===== config.mk =====
export PLATFORM = sky130hd
export DESIGN_NAME = alu_arbiter
export DESIGN_NICKNAME = d
export VERILOG_FILES = /design/src/rtl/alu_arb_pkg.sv /design/src/rtl/rr_arb2.sv /design/src/rtl/alu_arbiter.sv
export SDC_FILE = /design/constraint.sdc
export NUM_CORES = 1
export LEC_CHECK = 0
export CAP_MARGIN = 20
export CORE_ASPECT_RATIO = 0.9
export CORE_UTILIZATION = 36
export DETAILED_ROUTE_END_ITERATION = 10
export HOLD_SLACK_MARGIN = 0.05
export PLACE_DENSITY = 0.8
export RECOVER_POWER = 100
export SLEW_MARGIN = 40
export SYNTH_ARGS = -nofsm -noshare
export SYNTH_HDL_FRONTEND = slang
export SYNTH_SLANG_ARGS = --single-unit

===== constraint.sdc =====
create_clock -name clk -period 1.7 [get_ports clk]
set_clock_uncertainty 0.2 [all_clocks]
set_input_delay 0.255 -clock clk [delete_from_list [all_inputs] [get_ports clk]]
set_output_delay 0.255 -clock clk [all_outputs]
set_load 0.05 [all_outputs]

===== src/rtl/alu_arb_pkg.sv =====
// Shared types and constants for the two-requester ALU arbiter.
// Holds the ALU control word layout, the arbiter FSM states and the opcode legality helper.
package alu_arb_pkg;

    localparam logic [3:0] OPC_LAST_LEGAL = 4'd13;

    typedef struct packed {
        logic       nx;
        logic       ix;
        logic       sx;
        logic       ny;
        logic       iy;
        logic       sy;
        logic [3:0] opcode;
    } alu_ctrl_t;

    typedef enum logic [1:0] {
        IDLE  = 2'd0,
        ISSUE = 2'd1,
        RESP  = 2'd2
    } arb_state_e;

    function automatic logic opc_illegal(input logic [3:0] opcode);
        return (opcode > OPC_LAST_LEGAL);
    endfunction

endpackage


===== src/rtl/rr_arb2.sv =====
// Two-way round-robin grant. The pointer only moves when the owning
// transaction's response completes, not when the grant is taken.
module rr_arb2 (
    input  logic       clk,
    input  logic       rst_n,
    input  logic [1:0] req,
    input  logic       advance,
    output logic [1:0] grant
);

    logic ptr_r;
    logic last_r;

    // Pick the pointed-to requester first, otherwise the other one.
    always_comb begin
        grant = 2'b00;
        if (ptr_r == 1'b0) begin
            if (req[0]) begin
                grant = 2'b01;
            end else if (req[1]) begin
                grant = 2'b10;
            end else begin
                grant = 2'b00;
            end
        end else begin
            if (req[1]) begin
                grant = 2'b10;
            end else if (req[0]) begin
                grant = 2'b01;
            end else begin
                grant = 2'b00;
            end
        end
    end

    // Remember the last winner; on completion, priority goes to the other side.
    always_ff @(posedge clk) begin
        if (!rst_n) begin
            ptr_r  <= 1'b0;
            last_r <= 1'b0;
        end else begin
            if (grant != 2'b00) begin
                last_r <= grant[1];
            end
            if (advance) begin
                ptr_r <= ~last_r;
            end
        end
    end

endmodule


===== src/rtl/alu_arbiter.sv =====
// Shares one external combinational ALU between two requesters: accept, drive the
// ALU for one cycle from registers, capture the result, then hold it until taken.
module alu_arbiter
    import alu_arb_pkg::*;
#(
    parameter int DATA_W = 32
) (
    input  logic                clk,
    input  logic                rst_n,
    input  logic [1:0]          req_valid,
    output logic [1:0]          req_ready,
    input  logic [2*DATA_W-1:0] req_x,
    input  logic [2*DATA_W-1:0] req_y,
    input  logic [19:0]         req_ctrl,
    output logic [1:0]          resp_valid,
    input  logic [1:0]          resp_ready,
    output logic [DATA_W-1:0]   resp_data,
    output logic                resp_zero,
    output logic                resp_err,
    output logic [DATA_W-1:0]   alu_x,
    output logic [DATA_W-1:0]   alu_y,
    output logic [9:0]          alu_ctrl,
    input  logic [DATA_W-1:0]   alu_out,
    input  logic                alu_zero
);

    arb_state_e        state_r;
    arb_state_e        state_nxt_s;
    logic [1:0]        arb_req_s;
    logic [1:0]        grant_s;
    logic              sel_s;
    logic              accept_s;
    logic              capture_s;
    logic              done_s;
    logic              id_r;
    logic [DATA_W-1:0] req_x_sel_s;
    logic [DATA_W-1:0] req_y_sel_s;
    alu_ctrl_t         req_ctrl_sel_s;
    logic [DATA_W-1:0] alu_x_r;
    logic [DATA_W-1:0] alu_y_r;
    alu_ctrl_t         alu_ctrl_r;
    logic [1:0]        resp_valid_r;
    logic [DATA_W-1:0] resp_data_r;
    logic              resp_zero_r;
    logic              resp_err_r;

    // Requests are only visible to the arbiter while idle, so a grant always means an accept.
    assign arb_req_s = (state_r == IDLE) ? req_valid : 2'b00;

    rr_arb2 u_rr_arb2 (
        .clk     (clk),
        .rst_n   (rst_n),
        .req     (arb_req_s),
        .advance (done_s),
        .grant   (grant_s)
    );

    // Route the granted requester's operands toward the capture registers.
    always_comb begin
        sel_s = grant_s[1];
        if (sel_s) begin
            req_x_sel_s    = req_x[2*DATA_W-1:DATA_W];
            req_y_sel_s    = req_y[2*DATA_W-1:DATA_W];
            req_ctrl_sel_s = req_ctrl[19:10];
        end else begin
            req_x_sel_s    = req_x[DATA_W-1:0];
            req_y_sel_s    = req_y[DATA_W-1:0];
            req_ctrl_sel_s = req_ctrl[9:0];
        end
    end

    // FSM state register.
    always_ff @(posedge clk) begin
        if (!rst_n) begin
            state_r <= IDLE;
        end else begin
            state_r <= state_nxt_s;
        end
    end

    // FSM next state plus the per-cycle strobes for the datapath.
    always_comb begin
        state_nxt_s = state_r;
        req_ready   = 2'b00;
        accept_s    = 1'b0;
        capture_s   = 1'b0;
        done_s      = 1'b0;
        case (state_r)
            IDLE: begin
                req_ready = grant_s & req_valid;
                if ((grant_s & req_valid) != 2'b00) begin
                    accept_s    = 1'b1;
                    state_nxt_s = ISSUE;
                end else begin
                    state_nxt_s = IDLE;
                end
            end
            ISSUE: begin
                capture_s   = 1'b1;
                state_nxt_s = RESP;
            end
            RESP: begin
                // Only the owner's resp_ready counts.
                if (resp_ready[id_r]) begin
                    done_s      = 1'b1;
                    state_nxt_s = IDLE;
                end else begin
                    state_nxt_s = RESP;
                end
            end
            default: begin
                state_nxt_s = IDLE;
            end
        endcase
    end

    // Operand, ownership and response registers.
    always_ff @(posedge clk) begin
        if (!rst_n) begin
            id_r         <= 1'b0;
            alu_x_r      <= {DATA_W{1'b0}};
            alu_y_r      <= {DATA_W{1'b0}};
            alu_ctrl_r   <= alu_ctrl_t'(10'd0);
            resp_valid_r <= 2'b00;
            resp_data_r  <= {DATA_W{1'b0}};
            resp_zero_r  <= 1'b0;
            resp_err_r   <= 1'b0;
        end else begin
            // The ALU sees the held operands only during ISSUE; zeros otherwise.
            if (accept_s) begin
                id_r       <= sel_s;
                alu_x_r    <= req_x_sel_s;
                alu_y_r    <= req_y_sel_s;
                alu_ctrl_r <= req_ctrl_sel_s;
            end else if (capture_s) begin
                alu_x_r    <= {DATA_W{1'b0}};
                alu_y_r    <= {DATA_W{1'b0}};
                alu_ctrl_r <= alu_ctrl_t'(10'd0);
            end
            if (capture_s) begin
                resp_valid_r <= id_r ? 2'b10 : 2'b01;
                if (opc_illegal(alu_ctrl_r.opcode)) begin
                    resp_data_r <= {DATA_W{1'b0}};
                    resp_zero_r <= 1'b1;
                    resp_err_r  <= 1'b1;
                end else begin
                    resp_data_r <= alu_out;
                    resp_zero_r <= alu_zero;
                    resp_err_r  <= 1'b0;
                end
            end else if (done_s) begin
                resp_valid_r <= 2'b00;
            end
        end
    end

    assign alu_x      = alu_x_r;
    assign alu_y      = alu_y_r;
    assign alu_ctrl   = alu_ctrl_r;
    assign resp_valid = resp_valid_r;
    assign resp_data  = resp_data_r;
    assign resp_zero  = resp_zero_r;
    assign resp_err   = resp_err_r;

endmodule

# Word level (Yosys, flattened, before mapping)
# Index checks and enable logic that the tools add are counted.
[totals]
inputBits = 187
ff_bits = 115
elab_cells = 59
[op_classes]
bitwise = 2
order_cmp = 2
eq_ne = 2
mux = 31
n_reduce_logical = 5
[op_table]
columns = ["op", "count"]
rows = [
  ["$mux W32", 6],
  ["$mux W10", 3],
  ["$mux W2", 10],
  ["$mux W1", 11],
  ["$reduce_bool A2 Y1", 4],
  ["$pmux W2 S3", 1],
  ["$gt A4 B4 Y1 const B", 1],
  ["$and A2 B2 Y2", 1],
  ["$eq A2 B1 Y1 const B", 1],
  ["$eq A2 B2 Y1 const B", 1],
  ["$logic_not A2 Y1", 1],
  ["$lt A1 B2 Y1 const B", 1],
  ["$not A1 Y1", 1],
]

# Logic depth before layout (Yosys ltp)
# Gate-level depths: netlist of the first run.
[logic_depth]
ltp_word = 10
depth_mapped = 6

# Modules after synthesis
# A second synthesis of the first run with hierarchy kept.
[unflattened]
cells_unflattened = 533
hier_area_um2 = 5343.9
[by_module_without_submodules]
columns = ["module", "n_inst", "cells_per_inst", "area_per_inst_um2", "seq_area_each_um2"]
rows = [
  ["alu_arbiter", 1, 523, 5252.5, 2262.2],
  ["rr_arb2", 1, 10, 91.3, 40.0],
]

# Worst setup path after synthesis of the first run
# OpenSTA, ideal clock, no wires.
[synth_path]
path_kind = "register to register"
from = "register alu_ctrl_r, in the netlist alu_ctrl[3]"
to = "register resp_data_r[23] (netlist: resp_data[23])"
arrival_ns = 1.255
setup_ns = 0.118
path_stages_with_launch = 5
n_path_buf = 1
synth_period_minus_slack_ns = 1.573
t_required_ns = 1.382
path_slack_ns = 0.127
path_cell_list = "dfxtp_1 a31oi_4 buf_6 a22oi_1 nor2b_1"
[synth_between]
elab_chain_len = 2
[synth_rtl]
columns = ["item", "line_no", "text"]
rows = [
  ["start, declared", "alu_arbiter.sv:41", "alu_ctrl_t alu_ctrl_r;"],
  ["start signal, assigned", "alu_arbiter.sv:123", "alu_ctrl_r <= alu_ctrl_t'(10'd0);"],
  ["start signal, assigned", "alu_arbiter.sv:134", "alu_ctrl_r <= req_ctrl_sel_s;"],
  ["start signal, assigned", "alu_arbiter.sv:138", "alu_ctrl_r <= alu_ctrl_t'(10'd0);"],
  ["$gt A4 B4 Y1", "alu_arb_pkg.sv:24", "return (opcode > OPC_LAST_LEGAL);"],
  ["$mux W32", "alu_arbiter.sv:142", "if (opc_illegal(alu_ctrl_r.opcode)) begin"],
  ["end signal, assigned", "alu_arbiter.sv:125", "resp_data_r <= {DATA_W{1'b0}};"],
  ["end signal, assigned", "alu_arbiter.sv:143", "resp_data_r <= {DATA_W{1'b0}};"],
  ["end signal, assigned", "alu_arbiter.sv:147", "resp_data_r <= alu_out;"],
  ["end, declared", "alu_arbiter.sv:43", "logic [DATA_W-1:0] resp_data_r;"],
]
# No other way between the ends.
# A chain may end at the register's enable or synchronous reset.

# Worst setup path in the final report of the first run
[layout_path]
from = "register u_rr_arb2.ptr_r"
to = "output port req_ready[1]"
[layout_between]
elab_chain_len = 3
[layout_rtl]
columns = ["item", "line_no", "text"]
rows = [
  ["start, declared", "rr_arb2.sv:11", "logic ptr_r;"],
  ["start signal, assigned", "rr_arb2.sv:46", "ptr_r <= ~last_r;"],
  ["$mux W2", "rr_arb2.sv:17", "if (ptr_r == 1'b0) begin"],
  ["$and A2 B2 Y2", "alu_arbiter.sv:90", "req_ready = grant_s & req_valid;"],
  ["$mux W2", "alu_arbiter.sv:88", "case (state_r)"],
  ["end, declared", "alu_arbiter.sv:11", "output logic [1:0] req_ready,"],
]
# No other way between the ends.

==> results of run 1 <==
what timing repair did:
| action | 4_1_cts | 5_1_grt |
|---|---|---|
| setup buffers | 9 | 1 |
| gates cloned | 0 | 2 |
| endpoints found under the setup margin | 2 | 16 |
| pin swaps | 3 | 3 |
| resized for setup | 10 | 18 |
through the flow:
stage	TNS [ps]	area [µm²]
6_report	-77.5	7980
5_1_grt	-683	7980
4_1_cts	-84.0	8500
3_5_place_dp	-22200	7790
3_3_place_gp	-18480	7790
2_1_floorplan	0	4580
area by class of cell:
| cell class | count | area share (%) |
|---|---|---|
| clock buffers | 21 | 5.89 |
| clock inverters | 11 | 1.90 |
| inverters | 4 | 0.188 |
| multi-input cells | 321 | 25.8 |
| flip-flops and latches | 115 | 28.9 |
| well taps | 160 | 2.51 |
| repair buffers | 329 | 34.9 |
registers in the layout (all words and copies together), names as in the netlist:
signal / flops
alu_ctrl: 10
alu_x: 32
alu_y: 32
id_r: 1
resp_data: 32
resp_err: 1
resp_valid: 2
resp_zero: 1
state_r: 2
u_rr_arb2.last_r: 1
u_rr_arb2.ptr_r: 1
cell usage after synthesis (2+ instances only):
library cell,count
mux2i_1,73
nor2_1,3
buf_6,10
clkbuf_1,12
nand2b_1,2
o21ai_1,14
a21boi_0,3
nand2_1,82
nor2b_1,33
a22oi_1,34
dfxtp_1,115
o21a_1,2
a21oi_1,4
inv_1,4
buf_2,11
o21ai_0,63
worst reg2reg max path, stage by stage, from the launching register on:
cell and delay, ps:
dfxtp_2 320, buf_4 130, o21ai_4 260, buf_6 310, mux2i_1 250, o21ai_0 100
power by group through the flow:
stage	combinational [µW]	sequential, µW	clock (µW)
after floorplan	524	3830	0
after global placement	2290	3120	0
after detailed placement	2320	3130	0
after CTS	2370	3080	3740
after global routing	2250	3070	3860
final	2140	3050	3690
per-layer routing:
metal | GRT usage (%) | wire length, µm
met1 | 21.6 | 5600
met2 | 41.0 | 8040
met3 | 7.06 | 1140
met4 | 7.94 | 226
met5 | 0 | 0
kinds of logic (layout without fill, tap and decap cells):
family / count (synthesis) / count (layout) / share of synthesized area [%]
simple gates: 125 / 125 / 12.5
compound gates: 123 / 123 / 16.2
flops: 115 / 115 / 50.3
mux: 73 / 73 / 16.0
buf+inv: 38 / 365 / 5.14
worst max path at each step:
stage / from / to / slack, ps / depth (start not counted)
2_1_floorplan: alu_ctrl[3] / resp_data[23] / 130 / 4
3_3_place_gp: req_valid[0] / alu_ctrl[2] / -300 / 6
3_5_place_dp: req_valid[0] / alu_x[24] / -380 / 6
4_1_cts: u_rr_arb2.ptr_r / req_ready[1] / -40 / 5
5_1_grt: u_rr_arb2.ptr_r / req_ready[1] / -90 / 5
6_report: u_rr_arb2.ptr_r / req_ready[1] / -50 / 5
==> metrics.md, run 1 <==
| Metric | Value |
|---|---|
| Status | `finished with violations` |
| Failing checks | `setup timing` |
| Ys flop type | `dfxtp_1` |
| Synth unique cells | `25` |
| Mapped Area | `0.00458 mm²` |
| Sequential power share | `34.4%` |
| Top delay family on crit path | `flip-flops` |
| Total track usage | `21.5%` |
| Synth warn | `0` |
| Fill count | `1,003` |
| Cts bufs inserted | `17` |
| Finished Layout Cells | `961` |
| Initial Utilization | `37.5%` |
| Global-route wire length before repair | `21,800 µm` |
| Synth area leaders | `dfxtp_1 50%, mux2i_1 16%, o21ai_0 6.9%, nand2_1 6.7%, a22oi_1 5.6%` |
| Rel. slew slack | `78.6%` |
| Vias in the first global route | `4,542` |
| RSZ-0062 raised after global routing | `true` |
| Area grow syn2layout | `74.3%` |
| Crit-path max FO | `3` |
| GRT overflow | `0` |
| I/O Buffers | `298` |
| Placed Cells incl. Taps | `917` |
| Worst r2r path cells | `5` |
| Num ports | `299` |
| N_diodes | `0` |
| Critical path class | `reg2out` |
| Pin count of the biggest net entering global routing | `44` |
| Hold Worst Slack | `199 ps` |
| DRC viols | `0` |
| Post-synth EDFFs | `0` |
| Arr. time, crit path | `1290 ps` |
| Least-Margin Pin Slew | `322 ps` |
| # setup viols final | `2` |
| H-tree depth | `4` |
| Post-synth top area share | `50.3%` |
| Initial antenna violation count | `0` |
| Endpoints failing hold | `0` |
| Syn Area/Cell | `9.66 µm²` |
| Post-CTS Hold Fix Bufs | `0` |
| Data required, critical path | `1240 ps` |
| Slew Limit Fails | `0` |
| Via/cell ratio | `4.84` |
| Sequential share of the synthesized area | `50.3%` |
| Synth async-reset ratio | `0%` |
| CP startpoint kind | `flip-flop` |
| Fin crit period | `1750 ps` |
| Final Net Count | `975` |
| Internal power | `6190 µW` |
| Max-cap violation count | `0` |
| CTS Sinks | `115` |
| Largest stage delay, worst path | `320 ps` |
| Hold_sp | `alu_zero` |
| DIE HEIGHT | `109 µm` |
| Clk root buf | `clkbuf_16` |
| Final Power | `8870 µW` |
| Crit end category | `primary output` |
| First-pass DRT Iterations | `4` |
| Clk pwr share | `41.5%` |
| HP Class | `in2reg` |
| DP Worst Slack | `-378 ps` |
| CP max-delay cell | `dfxtp_2` |
| Post-synthesis cell count | `474` |
| Fraction of layout cells with a size suffix above 1 | `23.2%` |
| Core Util, Final | `65.3%` |
| Reg clk slew, reported paths | `50 ps` |
| Gate power share | `24.1%` |
| LEAKAGE | `0.00361 µW` |
| Worst r2r dst | `alu_x[24]` |
| Net switching power | `2680 µW` |
| Synth area leader | `dfxtp_1` |
| Iter 0 DRT Violations | `202` |
| Worst hold endpoint | `resp_zero` |
| Fmax | `572 MHz` |
| Die width | `121 µm` |
| Most frequent cells in the layout | `184 x clkdlybuf4s50_1, 113 x dfxtp_1, 111 x clkbuf_2` |
| R2R setup slack | `0 ps` |
| Hold depth | `3` |
| Post-route ant nets | `0` |
| Routed wire length per instance | `15.6 µm` |
| Total number of vias | `4,648` |
| Power density cells | `1110 mW/mm²` |
| Core Rows | `38` |
| Maximum buffer depth of the clock tree | `2` |
| Syn Nets | `661` |
| #FFs+latches synth | `115` |
| Reg2reg start | `u_rr_arb2.ptr_r` |
| Worst path cell trace | `buf_6, o21a_1, nand2_2, inv_2, buf_12` |
| Most common cell after layout, fill and taps aside | `clkdlybuf4s50_1` |
| CTS tree | `built` |
| Crit path buf inv count | `3` |
| DIE AREA | `0.0132 mm²` |
| DPL Wire Length | `10,900 µm` |
| Sw Share | `30.2%` |
| Skew-Pair Late Insertion Delay | `400 ps` |
| Gpl congestion | `0.790` |
| Multi-input logic area | `0.00206 mm²` |
| VDD IR max | `0.000620 V` |
| Core area | `0.0122 mm²` |
| Area occupied by registers | `0.00230 mm²` |
| Tcrit/Tclk final | `103%` |
| Routed wire length | `15,000 µm` |
| Fin worst setup slack | `-49.2 ps` |
Note: power is estimated with default switching activity, not from simulation.
==> run 2, diff against run 1 <==
--- a/config.mk
+++ b/config.mk
@@ -8,6 +8,7 @@
 export CAP_MARGIN = 20
 export CORE_ASPECT_RATIO = 0.9
 export CORE_UTILIZATION = 36
+export CTS_CLUSTER_DIAMETER = 50
 export DETAILED_ROUTE_END_ITERATION = 10
 export HOLD_SLACK_MARGIN = 0.05
 export PLACE_DENSITY = 0.8
==> results of run 2 <==
Same layout as run 1: the final DEF is identical, and so are final timing and power.
==> run 3, diff against run 2 <==
--- a/config.mk
+++ b/config.mk
@@ -9,6 +9,7 @@
 export CORE_ASPECT_RATIO = 0.9
 export CORE_UTILIZATION = 36
 export CTS_CLUSTER_DIAMETER = 50
+export CTS_CLUSTER_SIZE = 40
 export DETAILED_ROUTE_END_ITERATION = 10
 export HOLD_SLACK_MARGIN = 0.05
 export PLACE_DENSITY = 0.8
==> results of run 3 <==
Same layout as run 1: the final DEF is identical, and so are final timing and power.
